$ cat src/rtl/bcd_serial_collector_pkg.sv
// Shared definitions for the serial BCD digit collector: bit-position
// encoding, digit limits and the seven-segment lookup table.
package bcd_serial_collector_pkg;

  localparam int unsigned DIG_W      = 4;
  localparam int unsigned SEG_W      = 7;
  localparam int unsigned ERRCNT_W   = 8;
  localparam int unsigned BCD_MAX    = 9;
  localparam int unsigned ERRCNT_MAX = 255;

  typedef enum logic [1:0] {
    B0 = 2'd0,
    B1 = 2'd1,
    B2 = 2'd2,
    B3 = 2'd3
  } bit_pos_e;

  // Segment patterns gfedcba, active-high; entries 10..15 show a lone dash.
  localparam logic [15:0][SEG_W-1:0] SEG_TABLE = {
    7'b1000000, 7'b1000000, 7'b1000000, 7'b1000000,
    7'b1000000, 7'b1000000, 7'b1101111, 7'b1111111,
    7'b0000111, 7'b1111101, 7'b1101101, 7'b1100110,
    7'b1001111, 7'b1011011, 7'b0000110, 7'b0111111
  };

  function automatic bit_pos_e next_pos(input bit_pos_e pos);
    case (pos)
      B0:      return B1;
      B1:      return B2;
      B2:      return B3;
      default: return B0;
    endcase
  endfunction

endpackage

$ cat src/rtl/bcd_serial_collector_seg7.sv
// Purely combinational nibble to seven-segment decoder.
module bcd_to_seg7
  import bcd_serial_collector_pkg::*;
(
  input  logic [DIG_W-1:0] bcd,
  output logic [SEG_W-1:0] seg_c
);

  assign seg_c = SEG_TABLE[bcd];

endmodule

$ cat src/rtl/bcd_serial_collector.sv
// Collects LSB-first serial bits into BCD nibbles, flags illegal codes,
// keeps a history of legal digits and a saturating error count.
module bcd_serial_collector
  import bcd_serial_collector_pkg::*;
#(
  parameter int unsigned NDIG = 4
) (
  input  logic                  Clk,
  input  logic                  Rst,
  input  logic                  Start,
  input  logic                  Din,
  output logic [DIG_W-1:0]      Digit,
  output logic                  Valid,
  output logic                  Err,
  output logic [SEG_W-1:0]      Seg,
  output logic [4*NDIG-1:0]     Hist,
  output logic [ERRCNT_W-1:0]   ErrCnt
);

  localparam int unsigned HIST_W = DIG_W * NDIG;

  bit_pos_e              state_q,  state_d;
  logic [2:0]            shift_q,  shift_d;
  logic [DIG_W-1:0]      digit_q,  digit_d;
  logic                  valid_q,  valid_d;
  logic                  err_q,    err_d;
  logic [HIST_W-1:0]     hist_q,   hist_d;
  logic [ERRCNT_W-1:0]   errcnt_q, errcnt_d;
  logic [DIG_W-1:0]      nibble;

  // Bit 3 is never stored: it arrives on Din in B3 and goes straight to Digit.
  assign nibble = {Din, shift_q};

  always_comb begin
    state_d  = state_q;
    shift_d  = shift_q;
    digit_d  = digit_q;
    valid_d  = 1'b0;
    err_d    = 1'b0;
    hist_d   = hist_q;
    errcnt_d = errcnt_q;

    if (Start) begin
      state_d = B0;
      shift_d = '0;
    end else begin
      state_d = next_pos(state_q);
      case (state_q)
        B0: shift_d[0] = Din;
        B1: shift_d[1] = Din;
        B2: shift_d[2] = Din;
        default: begin
          digit_d = nibble;
          valid_d = 1'b1;
          if (nibble > DIG_W'(BCD_MAX)) begin
            err_d = 1'b1;
            if (errcnt_q != ERRCNT_W'(ERRCNT_MAX)) begin
              errcnt_d = errcnt_q + ERRCNT_W'(1);
            end
          end else begin
            hist_d = HIST_W'({hist_q, nibble});
          end
        end
      endcase
    end
  end

  always_ff @(posedge Clk or negedge Rst) begin
    if (!Rst) begin
      state_q  <= B0;
      shift_q  <= '0;
      digit_q  <= '0;
      valid_q  <= 1'b0;
      err_q    <= 1'b0;
      hist_q   <= '0;
      errcnt_q <= '0;
    end else begin
      state_q  <= state_d;
      shift_q  <= shift_d;
      digit_q  <= digit_d;
      valid_q  <= valid_d;
      err_q    <= err_d;
      hist_q   <= hist_d;
      errcnt_q <= errcnt_d;
    end
  end

  bcd_to_seg7 u_seg (
    .bcd   (digit_q),
    .seg_c (Seg)
  );

  assign Digit  = digit_q;
  assign Valid  = valid_q;
  assign Err    = err_q;
  assign Hist   = hist_q;
  assign ErrCnt = errcnt_q;

endmodule

$ cat config.mk
export PLATFORM = sky130hd
export DESIGN_NAME = bcd_serial_collector
export DESIGN_NICKNAME = d
export VERILOG_FILES = /design/src/rtl/bcd_serial_collector_pkg.sv /design/src/rtl/bcd_serial_collector_seg7.sv /design/src/rtl/bcd_serial_collector.sv
export SDC_FILE = /design/constraint.sdc
export NUM_CORES = 1
export LEC_CHECK = 0
export ABC_AREA = 1
export ABC_CLOCK_PERIOD_IN_PS = 1740
export BUFFER_PORTS_ARGS = -buffer_cell sky130_fd_sc_hd__buf_2
export CAP_MARGIN = 20
export CELL_PAD_IN_SITES_DETAIL_PLACEMENT = 0
export CELL_PAD_IN_SITES_GLOBAL_PLACEMENT = 1
export CORE_ASPECT_RATIO = 1.1
export CORE_MARGIN = 5
export CORE_UTILIZATION = 40
export DETAILED_ROUTE_END_ITERATION = 10
export PLACE_DENSITY_LB_ADDON = 0.08
export SLEW_MARGIN = 20
export SYNTH_ARGS = -nofsm -noshare
export SYNTH_HDL_FRONTEND = slang
export SYNTH_SLANG_ARGS = --single-unit
export TNS_END_PERCENT = 30
$ cat constraint.sdc
create_clock -name Clk -period 1.74 [get_ports Clk]
set_clock_uncertainty 0.15 [all_clocks]
set_input_delay 0.348 -clock Clk [delete_from_list [all_inputs] [get_ports Clk]]
set_output_delay 0.348 -clock Clk [all_outputs]
set_load 0.02 [all_outputs]
# --- Yosys cells after proc, flatten, opt, wreduce, memory -nomap -nowiden ---
# Memory sizes are Yosys's and may differ from the RTL's.
# Index checks and enable logic that the tools add are counted.
# W data, S select, Z words.
word_totals:
  register_bits: 35
  romBits: 112
  input_bits: 4
  output_inout_bits: 37
  elab_cells: 39
  memories: 1
classes:
  addsub: 1
  n_lt_le_gt_ge: 2
  n_eq_ne: 3
  muxes: 12
  bitwise: 3
  n_reduce_logical: 8
mem_list:
  columns: ["memory", "depth", "word_bits", "rd", "rd_clocked_by_memory_dff", "write_ports", "line_no", "source"]
  rows:
  - ["(name not given)", 16, 7, 1, 0, 0, "bcd_serial_collector_seg7.sv:9", "assign seg_c = SEG_TABLE[bcd];"]
op_table:
  columns: ["cell", "count"]
  rows:
  - ["$add A8 B1 Y8 const B", 1]
  - ["$mux W1", 8]
  - ["$ne A8 B8 Y1 const B", 1]
  - ["$mux W7", 1]
  - ["$pmux W2 S3", 1]
  - ["$reduce_bool A2 Y1", 3]
  - ["$lt A4 B5 Y1 const B", 1]
  - ["$gt A4 B4 Y1 const B", 1]
  - ["$reduce_and A4 Y1", 1]
  - ["$mux W3", 1]
  - ["$not A1 Y1", 3]
  - ["$reduce_and A3 Y1", 1]
  - ["$reduce_or A3 Y1", 1]
  - ["$eq A2 B1 Y1 const B", 1]
  - ["$eq A2 B2 Y1 const B", 1]
  - ["$logic_not A2 Y1", 1]
  - ["$mux W2", 1]
  - ["$reduce_and A2 Y1", 1]

# --- Logic depth before layout (Yosys ltp) ---
# Gate-level depths: netlist of the first run.
logic_depth:
  depth_word: 4
  mapped_depth: 8
  depth_no_buf: 8

# --- By module ---
# A second synthesis of the first run with hierarchy kept.
hier_totals:
  cells_unflattened: 199
  hier_area_um2: 1790.5
modules_own_cells:
  columns: ["module", "n_inst", "cells_each", "area_per_inst_um2", "seq_area_each_um2"]
  rows:
  - ["bcd_serial_collector", 1, 163, 1597.8, 875.8]
  - ["bcd_to_seg7", 1, 36, 192.7, 0.0]

# --- Worst setup path after synthesis of the first run ---
# OpenSTA, ideal clock, no wires.
synth_path:
  path_kind: "register to output"
  startpoint: "register digit_q[1] (netlist: Digit[1])"
  endpoint: "output Seg[1]"
  t_arrival_ps: 1353
  setup_slack_ps: -111
  path_stages_with_launch: 6
  cell_sequence: "dfrtp_1 inv_1 ha_1 nand2_1 inv_1 a21oi_1"
synth_between:
  elab_chain_cells: 2
synth_lines:
  columns: ["item", "line_no", "source"]
  rows:
  - ["start, declared", "bcd_serial_collector.sv:24", "logic [DIG_W-1:0] digit_q, digit_d;"]
  - ["start signal, assigned", "bcd_serial_collector.sv:80", "digit_q <= digit_d;"]
  - ["$mem_v2 Z16 W7", null, null]
  - ["$mux W7 (not written as such)", "bcd_serial_collector_seg7.sv:9", null]
  - ["end, declared", "bcd_serial_collector.sv:15", "output logic [SEG_W-1:0] Seg,"]
# No other way between the ends. The select of a mux whose other input is x is not followed.

# --- Final worst setup path of the first run ---
layout_path:
  startpoint: "register digit_q[0] (netlist: Digit[0])"
  endpoint: "output Seg[5]"
# The elaborated chain is that of the path after synthesis.

==> results of run 1 <==
## power breakdown
part | total [W] | internal, W | switching [W] | leakage, nW
registers | 0.00118 | 0.00103 | 0.000152 | 0.445
clock network | 0.000870 | 0.000572 | 0.000298 | 0.0644
logic | 0.00155 | 0.000621 | 0.000928 | 0.725
total | 0.00360 | 0.00222 | 0.00138 | 1.23
## kinds of logic (layout without fill, tap and decap cells)
family	Yosys count	after routing	synth area share, %
AO/OA/AOI/OAI	34	34	13.5
XOR/XNOR	3	3	1.48
adder cells (fa/ha/maj)	11	11	7.76
buffers and inverters	29	88	7.41
flip-flops	35	35	49.4
AND/OR/NAND/NOR	82	82	20.5
## per-stage QoR
step / hold slack [ns] / area (um^2) / worst slack, ns / total power, W / setup TNS [ns]
floorplan: -0.0976 / 1780 / -0.0631 / 0.00203 / -0.129
global placement: 0.261 / 2090 / 0.0154 / 0.00246 / 0
detailed placement: 0.273 / 2090 / -0.0502 / 0.00249 / -0.107
CTS: 0.144 / 2370 / -0.192 / 0.00359 / -1.06
global route: 0.171 / 2390 / -0.303 / 0.00383 / -1.84
finish: 0.149 / 2390 / -0.204 / 0.00360 / -1.20
## state kept, by name, summed over array words and instances (netlist names)
signal   count
Hist        16
ErrCnt       8
Digit        4
shift_q      3
state_q      2
Err          1
Valid        1
## cell type report
type	count	area, um^2	area share, %
tap	54	67.6	2.83
clock inverter	3	67.6	2.83
inverter	26	97.6	4.09
timing repair buffer	54	374	15.7
clock buffer	5	68.8	2.88
multi-input combinational	130	836	35.0
sequential	35	876	36.7
## worst max-delay path, stage by stage, from the launching register on
cell and delay [ns]:
dfrtp_1 0.42, inv_2 0.12, buf_6 0.12, ha_4 0.12, inv_2 0.04, o21ai_2 0.11
nand2_1 0.05, nand2_1 0.07, buf_6 0.12
## synth_stat cells
library cell | n | area share [%]
o21ai_4 | 1 | 0.92
o211ai_1 | 1 | 0.42
nor2_2 | 6 | 2.1
nor2_4 | 2 | 1.3
nand3_2 | 1 | 0.56
ha_1 | 11 | 7.8
nor2_1 | 11 | 2.3
nand3_1 | 5 | 1.4
o21ai_2 | 8 | 3.9
nand2_4 | 1 | 0.63
o21ai_0 | 11 | 3.1
xor2_1 | 1 | 0.49
or2_2 | 1 | 0.35
inv_2 | 2 | 0.42
buf_6 | 3 | 1.9
xnor2_1 | 2 | 0.99
inv_1 | 24 | 5.1
nand2_1 | 54 | 11
a21oi_2 | 7 | 3.5
a21oi_1 | 4 | 1.1
dfrtp_1 | 35 | 49
o21ai_1 | 2 | 0.56
nand4_1 | 1 | 0.35
## final timing paths
path	start	to	slack, ns
worst max-delay path	Digit[0]$_DFFE_PN0P_	Seg[5]	-0.20
worst min-delay path	Start	state_q[0]$_DFF_PN0_	0.15
worst max register to register	ErrCnt[0]$_DFFE_PN0P_	ErrCnt[3]$_DFFE_PN0P_	0.18
worst min register to register	Hist[13]$_DFFE_PN0P_	Hist[13]$_DFFE_PN0P_	0.33
max in group asynchronous	Rst	Hist[12]$_DFFE_PN0P_	0.63
min in group asynchronous	Rst	shift_q[0]$_DFFE_PN0P_	0.48
## per-layer routing
metal	global-route usage, %	vias up
met5	0	-
met4	7.97	0
met3	4.28	14
met2	25.0	43
met1	16.5	641
li1	-	722
## timing repair
action / 4_1_cts / 5_1_grt
setup endpoints to repair: 7 / 7
resized for setup: 29 / 4
pin swaps: 8 / 6
hold endpoints to repair: 35 / 0
setup buffers: 5 / 1
hold buffers: 1 / 0
==> run_summary.xml, run 1 <==
<?xml version="1.0" encoding="UTF-8"?>
<metrics>
  <group name="global_routing">
    <metric name="grt_use_total" unit="%">14.8</metric>
    <metric name="grt_antenna_before_repair" unit="">0</metric>
    <metric name="grt_max_degree" unit="">36</metric>
    <metric name="grt_pass1_vias" unit="">1447</metric>
    <metric name="grt_overflow_total" unit="">0</metric>
    <metric name="grt_first_pass_wirelength" unit="um">6700</metric>
  </group>
  <group name="timing">
    <metric name="finalHoldViolations" unit="">0</metric>
    <metric name="slew_violations" unit="">0</metric>
    <metric name="worst-slew-pin-transition" unit="ns">0.458</metric>
    <metric name="finalWorstSetupSlack" unit="ns">-0.204</metric>
    <metric name="layout_min_cycle_time" unit="ns">1.94</metric>
    <metric name="grt_setup_unrepaired" unit="">yes</metric>
    <metric name="max_slew_margin" unit="%">69.5</metric>
    <metric name="timing.final.crit_share" unit="%">112</metric>
    <metric name="fmax" unit="GHz">0.514</metric>
    <metric name="timing.final.setup_violations" unit="">7</metric>
  </group>
  <group name="detailed_routing">
    <metric name="wirelength" unit="um">3860</metric>
    <metric name="met3_wirelength" unit="um">257</metric>
    <metric name="wl_met2" unit="um">1900</metric>
    <metric name="drt_pass1_iterations" unit="">4</metric>
    <metric name="drc_errors" unit="">0</metric>
    <metric name="top_sig_layer" unit="">met4</metric>
    <metric name="drt_iter0_markers" unit="">66</metric>
    <metric name="viasPerCell" unit="">4.63</metric>
    <metric name="vias" unit="">1420</metric>
    <metric name="ant_nets" unit="">0</metric>
    <metric name="drt-wirelength-per-cell" unit="um">12.6</metric>
    <metric name="wl_met1" unit="um">1550</metric>
  </group>
  <group name="placement">
    <metric name="post-dp-hpwl" unit="um">2690</metric>
    <metric name="dp.cells" unit="">292</metric>
    <metric name="port_buffers" unit="">40</metric>
    <metric name="gp_congestion" unit="">0.820</metric>
  </group>
  <group name="floorplanning">
    <metric name="placementRows" unit="">25</metric>
    <metric name="starting_density_of_the_core" unit="%">41.4</metric>
    <metric name="die_h" unit="um">79.9</metric>
    <metric name="pin_count" unit="">41</metric>
    <metric name="die_x" unit="um">73.5</metric>
    <metric name="die_area" unit="um^2">5870</metric>
    <metric name="coreArea" unit="um^2">4290</metric>
  </group>
  <group name="flow_run">
    <metric name="max_cap_violations" unit="">0</metric>
  </group>
  <group name="final_layout">
    <metric name="fin_nets" unit="">267</metric>
    <metric name="fin_util" unit="%">55.7</metric>
    <metric name="layout.cells.most_common_list" unit="">nand2_1, dfrtp_1, buf_2</metric>
    <metric name="area_growth_syn_to_layout" unit="%">34.6</metric>
    <metric name="mostFrequentLayoutCell" unit="">nand2_1</metric>
    <metric name="post_route_cells_drive_above_1_share" unit="%">41.1</metric>
    <metric name="filler_cells" unit="">407</metric>
    <metric name="antenna-diode-count" unit="">0</metric>
    <metric name="final-instance-count-excl-fill" unit="">307</metric>
  </group>
  <group name="worst_setup_path">
    <metric name="worst-endpoint-required" unit="ns">1.24</metric>
    <metric name="critPathMaxFanout" unit="">3</metric>
    <metric name="cp-end-kind" unit="">output pin</metric>
    <metric name="r2r.worst_path.cells" unit="">8</metric>
    <metric name="worstPathArrival" unit="ns">1.45</metric>
    <metric name="kind_of_start_point_of_the_critical_path" unit="">flip-flop</metric>
    <metric name="crit_type" unit="">flip-flop to output pin</metric>
  </group>
  <group name="clock_tree">
    <metric name="clk_latency" unit="ns">0.28</metric>
    <metric name="ctsLongestPathBuffers" unit="">2</metric>
    <metric name="tritoncts" unit="">done</metric>
    <metric name="clock_tree_root_buffer_cell" unit="">clkbuf_8</metric>
    <metric name="cts-buffers-inserted" unit="">5</metric>
    <metric name="cts.reportedPaths.clkPinSlew" unit="ns">0.07</metric>
    <metric name="tritoncts_num_sinks" unit="">35</metric>
    <metric name="clock_tree.htree_level_count" unit="">2</metric>
  </group>
  <group name="worst_hold_path">
    <metric name="hold_path_depth" unit="">2</metric>
    <metric name="hold_path_class" unit="">input pin to flip-flop</metric>
  </group>
  <group name="power">
    <metric name="p_per_area" unit="nW/um^2">1510</metric>
    <metric name="total_leakage_power" unit="nW">1.23</metric>
    <metric name="ir_drop" unit="mV">0.507</metric>
  </group>
  <group name="outcome">
    <metric name="violations_in_the_final_reports" unit="">negative setup slack</metric>
    <metric name="outcome" unit="">complete, but fails checks</metric>
  </group>
  <group name="logic_synthesis">
    <metric name="synth_area" unit="um^2">1770</metric>
    <metric name="synth-seq-area-share" unit="%">49.4</metric>
    <metric name="yosys_register_bits" unit="">35</metric>
    <metric name="synthesis.instances" unit="">194</metric>
    <metric name="syn_nets" unit="">209</metric>
    <metric name="synth_warnings" unit="">0</metric>
    <metric name="syn_avg_cell_area" unit="um^2">9.15</metric>
    <metric name="ys_types" unit="">23</metric>
  </group>
</metrics>
(Power assumes the default switching activity.)
==> run 2: changes to the inputs <==
--- a/config.mk
+++ b/config.mk
@@ -15,7 +15,8 @@
 export CORE_MARGIN = 5
 export CORE_UTILIZATION = 40
 export DETAILED_ROUTE_END_ITERATION = 10
-export PLACE_DENSITY_LB_ADDON = 0.08
+export PLACE_DENSITY = 0.88
+export SKIP_LAST_GASP = 1
 export SLEW_MARGIN = 20
 export SYNTH_ARGS = -nofsm -noshare
 export SYNTH_HDL_FRONTEND = slang
==> run 2 against run 1 <==
- the run still ends with negative setup slack left
- via count shrank 2.1%
- hold slack lost 0.0074 ns
- largest power group unchanged
- sequential cell count is the same
- worst setup slack gained 0.022 ns
- non-clock buffer count shrank 1
- maximum frequency grew 1.2%
- highest routed layer unchanged
- first-iteration DRC count grew 1.5%
- register-to-register slack lost 0.14 ns
- critical path type unchanged
- clock power shrank 35%
==> run_summary.xml, run 2 (synthesis results as in run 1) <==
<?xml version="1.0" encoding="UTF-8"?>
<metrics>
  <group name="global_routing">
    <metric name="grt_antenna_before_repair" unit="">0</metric>
    <metric name="grt_first_pass_wirelength" unit="um">6040</metric>
    <metric name="grt_use_total" unit="%">13.1</metric>
    <metric name="grt_overflow_total" unit="">0</metric>
    <metric name="grt_max_degree" unit="">36</metric>
    <metric name="grt_pass1_vias" unit="">1381</metric>
  </group>
  <group name="power">
    <metric name="power.sequential.fraction" unit="%">36.6</metric>
    <metric name="share_clk_of_total_power" unit="%">17.4</metric>
    <metric name="p_per_area" unit="nW/um^2">1400</metric>
    <metric name="share_of_power_burned_in_combinational_logic" unit="%">46.1</metric>
    <metric name="ir_drop" unit="mV">0.419</metric>
    <metric name="power.share.switching" unit="%">41.3</metric>
    <metric name="p_sw" unit="W">0.00134</metric>
    <metric name="totalPowerFinal" unit="W">0.00324</metric>
    <metric name="internal_dissipation" unit="W">0.00190</metric>
    <metric name="total_leakage_power" unit="nW">1.20</metric>
  </group>
  <group name="detailed_routing">
    <metric name="ant_nets" unit="">0</metric>
    <metric name="drt_iter0_markers" unit="">67</metric>
    <metric name="vias" unit="">1390</metric>
    <metric name="drt-wirelength-per-cell" unit="um">11.2</metric>
    <metric name="viasPerCell" unit="">4.54</metric>
    <metric name="drc_errors" unit="">0</metric>
    <metric name="wirelength" unit="um">3420</metric>
    <metric name="drt_pass1_iterations" unit="">4</metric>
  </group>
  <group name="worst_setup_path">
    <metric name="kind_of_start_point_of_the_critical_path" unit="">flip-flop</metric>
    <metric name="count_of_buffer_and_inverter_cells_on_the_critical_path" unit="">1</metric>
    <metric name="crit-reg2reg-launch" unit="">shift_q[1]$_DFFE_PN0P_</metric>
    <metric name="worst-endpoint-required" unit="ns">1.24</metric>
    <metric name="cp-end-kind" unit="">output pin</metric>
    <metric name="crit_family" unit="">flip-flops</metric>
    <metric name="critical_path.cell_chain" unit="">ha_2, or2_4, o21ai_1, nand2_1, nand2_1, buf_6</metric>
    <metric name="critical_path.reg2reg.endpoint" unit="">Hist[13]$_DFFE_PN0P_</metric>
    <metric name="worstPathArrival" unit="ns">1.42</metric>
    <metric name="critPathMaxFanout" unit="">3</metric>
    <metric name="crit_type" unit="">flip-flop to output pin</metric>
    <metric name="r2r.worst_path.cells" unit="">4</metric>
    <metric name="cp_common_cell" unit="">nand2_1</metric>
    <metric name="delay_of_the_slowest_cell_on_the_worst_path" unit="ns">0.41</metric>
    <metric name="master_of_the_slowest_instance_on_the_critical_path" unit="">dfrtp_1</metric>
    <metric name="regToRegSetupSlack" unit="ns">0.04</metric>
  </group>
  <group name="worst_hold_path">
    <metric name="hold_path_end" unit="">state_q[0]$_DFF_PN0_</metric>
    <metric name="hold_crit_start" unit="">Start</metric>
    <metric name="hold_path_depth" unit="">2</metric>
    <metric name="hold_path_class" unit="">input pin to flip-flop</metric>
  </group>
  <group name="outcome">
    <metric name="outcome" unit="">complete, but fails checks</metric>
    <metric name="violations_in_the_final_reports" unit="">negative setup slack</metric>
  </group>
  <group name="clock_tree">
    <metric name="tritoncts" unit="">done</metric>
    <metric name="clk_latency" unit="ns">0.29</metric>
    <metric name="tritoncts_num_sinks" unit="">35</metric>
    <metric name="cts.reportedPaths.clkPinSlew" unit="ns">0.07</metric>
    <metric name="cts-buffers-inserted" unit="">5</metric>
    <metric name="clock_tree.htree_level_count" unit="">2</metric>
    <metric name="clock_tree_root_buffer_cell" unit="">clkbuf_8</metric>
    <metric name="ctsLongestPathBuffers" unit="">2</metric>
  </group>
  <group name="timing">
    <metric name="timing.final.setup_violations" unit="">7</metric>
    <metric name="finalWorstSetupSlack" unit="ns">-0.182</metric>
    <metric name="grt_setup_unrepaired" unit="">yes</metric>
    <metric name="max_slew_margin" unit="%">33.4</metric>
    <metric name="slew_violations" unit="">0</metric>
    <metric name="fmax" unit="GHz">0.520</metric>
    <metric name="finalHoldViolations" unit="">0</metric>
    <metric name="layout_min_cycle_time" unit="ns">1.92</metric>
    <metric name="timing.final.crit_share" unit="%">110</metric>
    <metric name="worst-slew-pin-transition" unit="ns">0.996</metric>
  </group>
  <group name="floorplanning">
    <metric name="coreArea" unit="um^2">4290</metric>
    <metric name="die_area" unit="um^2">5870</metric>
    <metric name="starting_density_of_the_core" unit="%">41.4</metric>
    <metric name="die_x" unit="um">73.5</metric>
    <metric name="die_h" unit="um">79.9</metric>
    <metric name="pin_count" unit="">41</metric>
    <metric name="placementRows" unit="">25</metric>
  </group>
  <group name="final_layout">
    <metric name="antenna-diode-count" unit="">0</metric>
    <metric name="fin_nets" unit="">266</metric>
    <metric name="mostFrequentLayoutCell" unit="">nand2_1</metric>
    <metric name="post_route_cells_drive_above_1_share" unit="%">40.9</metric>
    <metric name="max_reg_flops" unit="">16</metric>
    <metric name="layout.cells.most_common_list" unit="">nand2_1, dfrtp_1, buf_2</metric>
    <metric name="area_growth_syn_to_layout" unit="%">30.4</metric>
    <metric name="filler_cells" unit="">401</metric>
    <metric name="layout.cell_area.non_filler" unit="um^2">2310</metric>
  </group>
  <group name="placement">
    <metric name="port_buffers" unit="">40</metric>
    <metric name="placedInstanceArea" unit="um^2">2090</metric>
    <metric name="gp_congestion" unit="">0.771</metric>
    <metric name="post-dp-hpwl" unit="um">2520</metric>
  </group>
  <group name="flow_run">
    <metric name="max_cap_violations" unit="">0</metric>
  </group>
</metrics>
## run 2: cell types whose count changed in the layout (fill, tap and decap cells not counted), sizes merged
cell	change
clkinv	+3
bufinv	-2
clkinvlp	-1
buf	-1
## run 2: worst max-delay path by stage
stage	from	end	slack (ns)	cells past startpoint
after floorplan	Digit[1]$_DFFE_PN0P_	Seg[4]	-0.06	4
after global placement	Din	Hist[0]$_DFFE_PN0P_	-0.02	5
after detailed placement	Din	Hist[13]$_DFFE_PN0P_	-0.08	5
after CTS	Digit[1]$_DFFE_PN0P_	Seg[3]	-0.20	7
after global routing	Digit[1]$_DFFE_PN0P_	Seg[3]	-0.27	7
final	Digit[1]$_DFFE_PN0P_	Seg[5]	-0.18	6
## run 2: routing by layer
metal / global-route usage, % / vias to the layer above / share of wire [%]
met2: 21.2 / 29 / 50
met1: 16.4 / 640 / 42
met5: 0 / - / 0
met3: 3.02 / 4 / 6.3
met4: 5.98 / 0 / 1.1
li1: - / 717 / -
## run 2: final cells by class
| cell class | count | area [um^2] | area share, % |
|---|---|---|---|
| well taps | 54 | 67.6 | 2.92 |
| multi-input cells | 130 | 847 | 36.6 |
| clock inverters | 3 | 15.0 | 0.649 |
| inverters | 26 | 97.6 | 4.22 |
| repair buffers | 53 | 342 | 14.8 |
| flip-flops and latches | 35 | 876 | 37.9 |
| clock buffers | 5 | 68.8 | 2.97 |
## run 2: what timing repair did
item | in CTS | in global routing
endpoints found under the setup margin | 7 | 23
gates resized for setup | 23 | 12
pin swaps | 5 | 4
endpoints found under the hold margin | 35 | 0
setup buffers | 2 | 1
hold buffers | 1 | 0
## run 2: power groups by stage
stage,logic [W],registers (W),clock network (W)
6_report,0.00149,0.00118,0.000562
4_1_cts,0.00144,0.00119,0.000587
3_5_place_dp,0.00129,0.00120,0
2_1_floorplan,0.000574,0.00146,0
3_3_place_gp,0.00127,0.00119,0
5_1_grt,0.00163,0.00123,0.000619
## run 2: through the flow
| stage | util (%) | TNS, ns | worst slack [ns] | std cells | hold slack, ns |
|---|---|---|---|---|---|
| finish | 54.0 | -0.916 | -0.182 | 306 | 0.141 |
| global route | 54.0 | -2.94 | -0.268 | 306 | 0.153 |
| CTS | 52.8 | -1.24 | -0.198 | 306 | 0.133 |
| detailed placement | 48.7 | -0.556 | -0.0823 | 295 | 0.267 |
| global placement | 48.7 | -0.123 | -0.0170 | 295 | 0.260 |
| floorplan | - | -0.129 | -0.0631 | 194 | -0.0976 |
==> run 3: changes to the inputs <==
--- a/config.mk
+++ b/config.mk
@@ -16,6 +16,7 @@
 export CORE_UTILIZATION = 40
 export DETAILED_ROUTE_END_ITERATION = 10
 export PLACE_DENSITY = 0.88
+export REMOVE_ABC_BUFFERS = 1
 export SKIP_LAST_GASP = 1
 export SLEW_MARGIN = 20
 export SYNTH_ARGS = -nofsm -noshare
==> run 3 against run 2 <==
- the run still ends with negative setup slack left
- critical path depth is the same
- count of clock-buffer cells in the layout is the same
- die area did not move
- register-to-register slack improved by 0.17 ns
==> run_summary.xml, run 3 (synthesis results as in run 1) <==
<?xml version="1.0" encoding="UTF-8"?>
<metrics>
  <group name="outcome">
    <metric name="outcome" unit="">complete, but fails checks</metric>
    <metric name="violations_in_the_final_reports" unit="">negative setup slack</metric>
  </group>
  <group name="power">
    <metric name="power.sequential.fraction" unit="%">35.5</metric>
    <metric name="p_per_area" unit="nW/um^2">1460</metric>
    <metric name="total_leakage_power" unit="nW">1.21</metric>
    <metric name="share_of_power_burned_in_combinational_logic" unit="%">42.7</metric>
    <metric name="ir_drop" unit="mV">0.556</metric>
    <metric name="share_clk_of_total_power" unit="%">21.8</metric>
    <metric name="internal_dissipation" unit="W">0.00201</metric>
    <metric name="power.share.switching" unit="%">40.1</metric>
    <metric name="p_sw" unit="W">0.00134</metric>
  </group>
  <group name="final_layout">
    <metric name="mostFrequentLayoutCell" unit="">nand2_1</metric>
    <metric name="fin_nets" unit="">267</metric>
    <metric name="antenna-diode-count" unit="">0</metric>
    <metric name="fin_util" unit="%">53.8</metric>
    <metric name="layout.cell_area.non_filler" unit="um^2">2300</metric>
    <metric name="layout.cells.most_common_list" unit="">nand2_1, buf_2, dfrtp_1</metric>
    <metric name="area_growth_syn_to_layout" unit="%">29.8</metric>
    <metric name="max_reg_flops" unit="">16</metric>
    <metric name="post_route_cells_drive_above_1_share" unit="%">39.9</metric>
  </group>
  <group name="global_routing">
    <metric name="grt_max_degree" unit="">21</metric>
    <metric name="grt_pass1_vias" unit="">1374</metric>
    <metric name="grt_overflow_total" unit="">0</metric>
    <metric name="grt_first_pass_wirelength" unit="um">5850</metric>
    <metric name="grt_antenna_before_repair" unit="">0</metric>
    <metric name="grt_use_total" unit="%">13.1</metric>
  </group>
  <group name="floorplanning">
    <metric name="pin_count" unit="">41</metric>
    <metric name="starting_density_of_the_core" unit="%">41.4</metric>
    <metric name="die_h" unit="um">79.9</metric>
    <metric name="coreArea" unit="um^2">4290</metric>
    <metric name="die_area" unit="um^2">5870</metric>
    <metric name="placementRows" unit="">25</metric>
    <metric name="die_x" unit="um">73.5</metric>
  </group>
  <group name="flow_run">
    <metric name="max_cap_violations" unit="">0</metric>
  </group>
  <group name="timing">
    <metric name="grt_setup_unrepaired" unit="">yes</metric>
    <metric name="timing.final.crit_share" unit="%">113</metric>
    <metric name="finalHoldViolations" unit="">0</metric>
    <metric name="max_slew_margin" unit="%">74.0</metric>
    <metric name="timing.final.setup_violations" unit="">7</metric>
    <metric name="layout_min_cycle_time" unit="ns">1.96</metric>
    <metric name="worst-slew-pin-transition" unit="ns">0.391</metric>
    <metric name="finalWorstSetupSlack" unit="ns">-0.221</metric>
    <metric name="slew_violations" unit="">0</metric>
    <metric name="fmax" unit="GHz">0.510</metric>
  </group>
  <group name="clock_tree">
    <metric name="cts.reportedPaths.clkPinSlew" unit="ns">0.07</metric>
    <metric name="tritoncts" unit="">done</metric>
    <metric name="clk_latency" unit="ns">0.29</metric>
    <metric name="tritoncts_num_sinks" unit="">35</metric>
    <metric name="cts-buffers-inserted" unit="">5</metric>
    <metric name="ctsLongestPathBuffers" unit="">2</metric>
    <metric name="clock_tree_root_buffer_cell" unit="">clkbuf_8</metric>
    <metric name="clock_tree.htree_level_count" unit="">2</metric>
  </group>
  <group name="detailed_routing">
    <metric name="drt_iter0_markers" unit="">41</metric>
    <metric name="ant_nets" unit="">0</metric>
    <metric name="wirelength" unit="um">3640</metric>
    <metric name="drt-wirelength-per-cell" unit="um">11.8</metric>
    <metric name="drc_errors" unit="">0</metric>
    <metric name="drt_pass1_iterations" unit="">4</metric>
    <metric name="viasPerCell" unit="">4.52</metric>
    <metric name="vias" unit="">1387</metric>
  </group>
  <group name="placement">
    <metric name="gp_congestion" unit="">0.757</metric>
    <metric name="post-dp-hpwl" unit="um">2710</metric>
    <metric name="placedInstanceArea" unit="um^2">2100</metric>
    <metric name="port_buffers" unit="">40</metric>
  </group>
  <group name="worst_setup_path">
    <metric name="worstPathArrival" unit="ns">1.46</metric>
    <metric name="critPathMaxFanout" unit="">5</metric>
    <metric name="worst-endpoint-required" unit="ns">1.24</metric>
    <metric name="cp-end-kind" unit="">output pin</metric>
    <metric name="cp_common_cell" unit="">inv_2</metric>
    <metric name="crit_type" unit="">flip-flop to output pin</metric>
    <metric name="delay_of_the_slowest_cell_on_the_worst_path" unit="ns">0.42</metric>
    <metric name="critical_path.cell_chain" unit="">inv_2, ha_4, nand2_2, inv_2, a21oi_1, buf_4</metric>
    <metric name="kind_of_start_point_of_the_critical_path" unit="">flip-flop</metric>
    <metric name="master_of_the_slowest_instance_on_the_critical_path" unit="">dfrtp_1</metric>
  </group>
  <group name="worst_hold_path">
    <metric name="hold_path_class" unit="">input pin to flip-flop</metric>
  </group>
</metrics>
## run 3: final timing paths
check | to | slack, ns | start | cells past startpoint
min reg2reg | Hist[12]$_DFFE_PN0P_ | 0.35 | Hist[12]$_DFFE_PN0P_ | 2
max | Seg[1] | -0.22 | Digit[1]$_DFFE_PN0P_ | 6
max reg2reg | ErrCnt[7]$_DFFE_PN0P_ | 0.21 | ErrCnt[0]$_DFFE_PN0P_ | 8
min | state_q[0]$_DFF_PN0_ | 0.14 | Start | 2
min in group asynchronous | ErrCnt[5]$_DFFE_PN0P_ | 0.36 | Rst | 2
max in group asynchronous | ErrCnt[7]$_DFFE_PN0P_ | 0.64 | Rst | 3
## run 3: area by class of cell
cell class	instances	area, um^2
well taps	54	67.6
multi-input cells	130	805
clock inverters	3	43.8
fillers	406	1980
clock buffers	5	68.8
inverters	26	97.6
flip-flops and latches	35	876
repair buffers	54	345
## run 3: per-stage QoR
step	total power (W)	instances	setup slack, ns	hold slack [ns]	setup TNS [ns]
5_1_grt	0.00357	307	-0.311	0.154	-1.88
3_5_place_dp	0.00250	295	-0.0290	0.146	-0.0456
3_3_place_gp	0.00246	295	0.0187	0.141	0
2_1_floorplan	0.00202	191	-0.111	-0.0976	-0.230
6_report	0.00336	307	-0.221	0.144	-1.33
4_1_cts	0.00334	307	-0.238	0.141	-1.38
## run 3: metal layers
metal  part of all wire, %  wire (um)  vias up  track usage [%]
met5                     0          0        -                0
met4                   1.9         69        0             5.98
met3                   6.7        244        5             4.41
met2                    49       1770       30             22.1
met1                    43       1560      634             14.6
li1                      -          -      718                -
## run 3: timing repair
item,CTS,global route
hold buffers,1,0
resized for setup,13,10
pin swaps,4,7
buffers inserted,3,0
endpoints found under the hold margin,15,0
endpoints found under the setup margin,7,7
## run 3: critical path: cells and delay by family (launching register included)
kind / cells / cell delay (ns)
buffers and inverters: 3 / 0.33
AOI/OAI and AO/OA: 1 / 0.13
DFF: 1 / 0.42
adders and majority gates: 1 / 0.22
and+or+nand+nor: 1 / 0.06
## run 3: power groups by stage
stage          Sequential [W]  Combinational [W]  Clock [W]
2_1_floorplan         0.00145           0.000564          0
3_3_place_gp          0.00119            0.00127          0
3_5_place_dp          0.00121            0.00129          0
4_1_cts               0.00119            0.00140   0.000753
5_1_grt               0.00123            0.00155   0.000793
6_report              0.00119            0.00143   0.000732
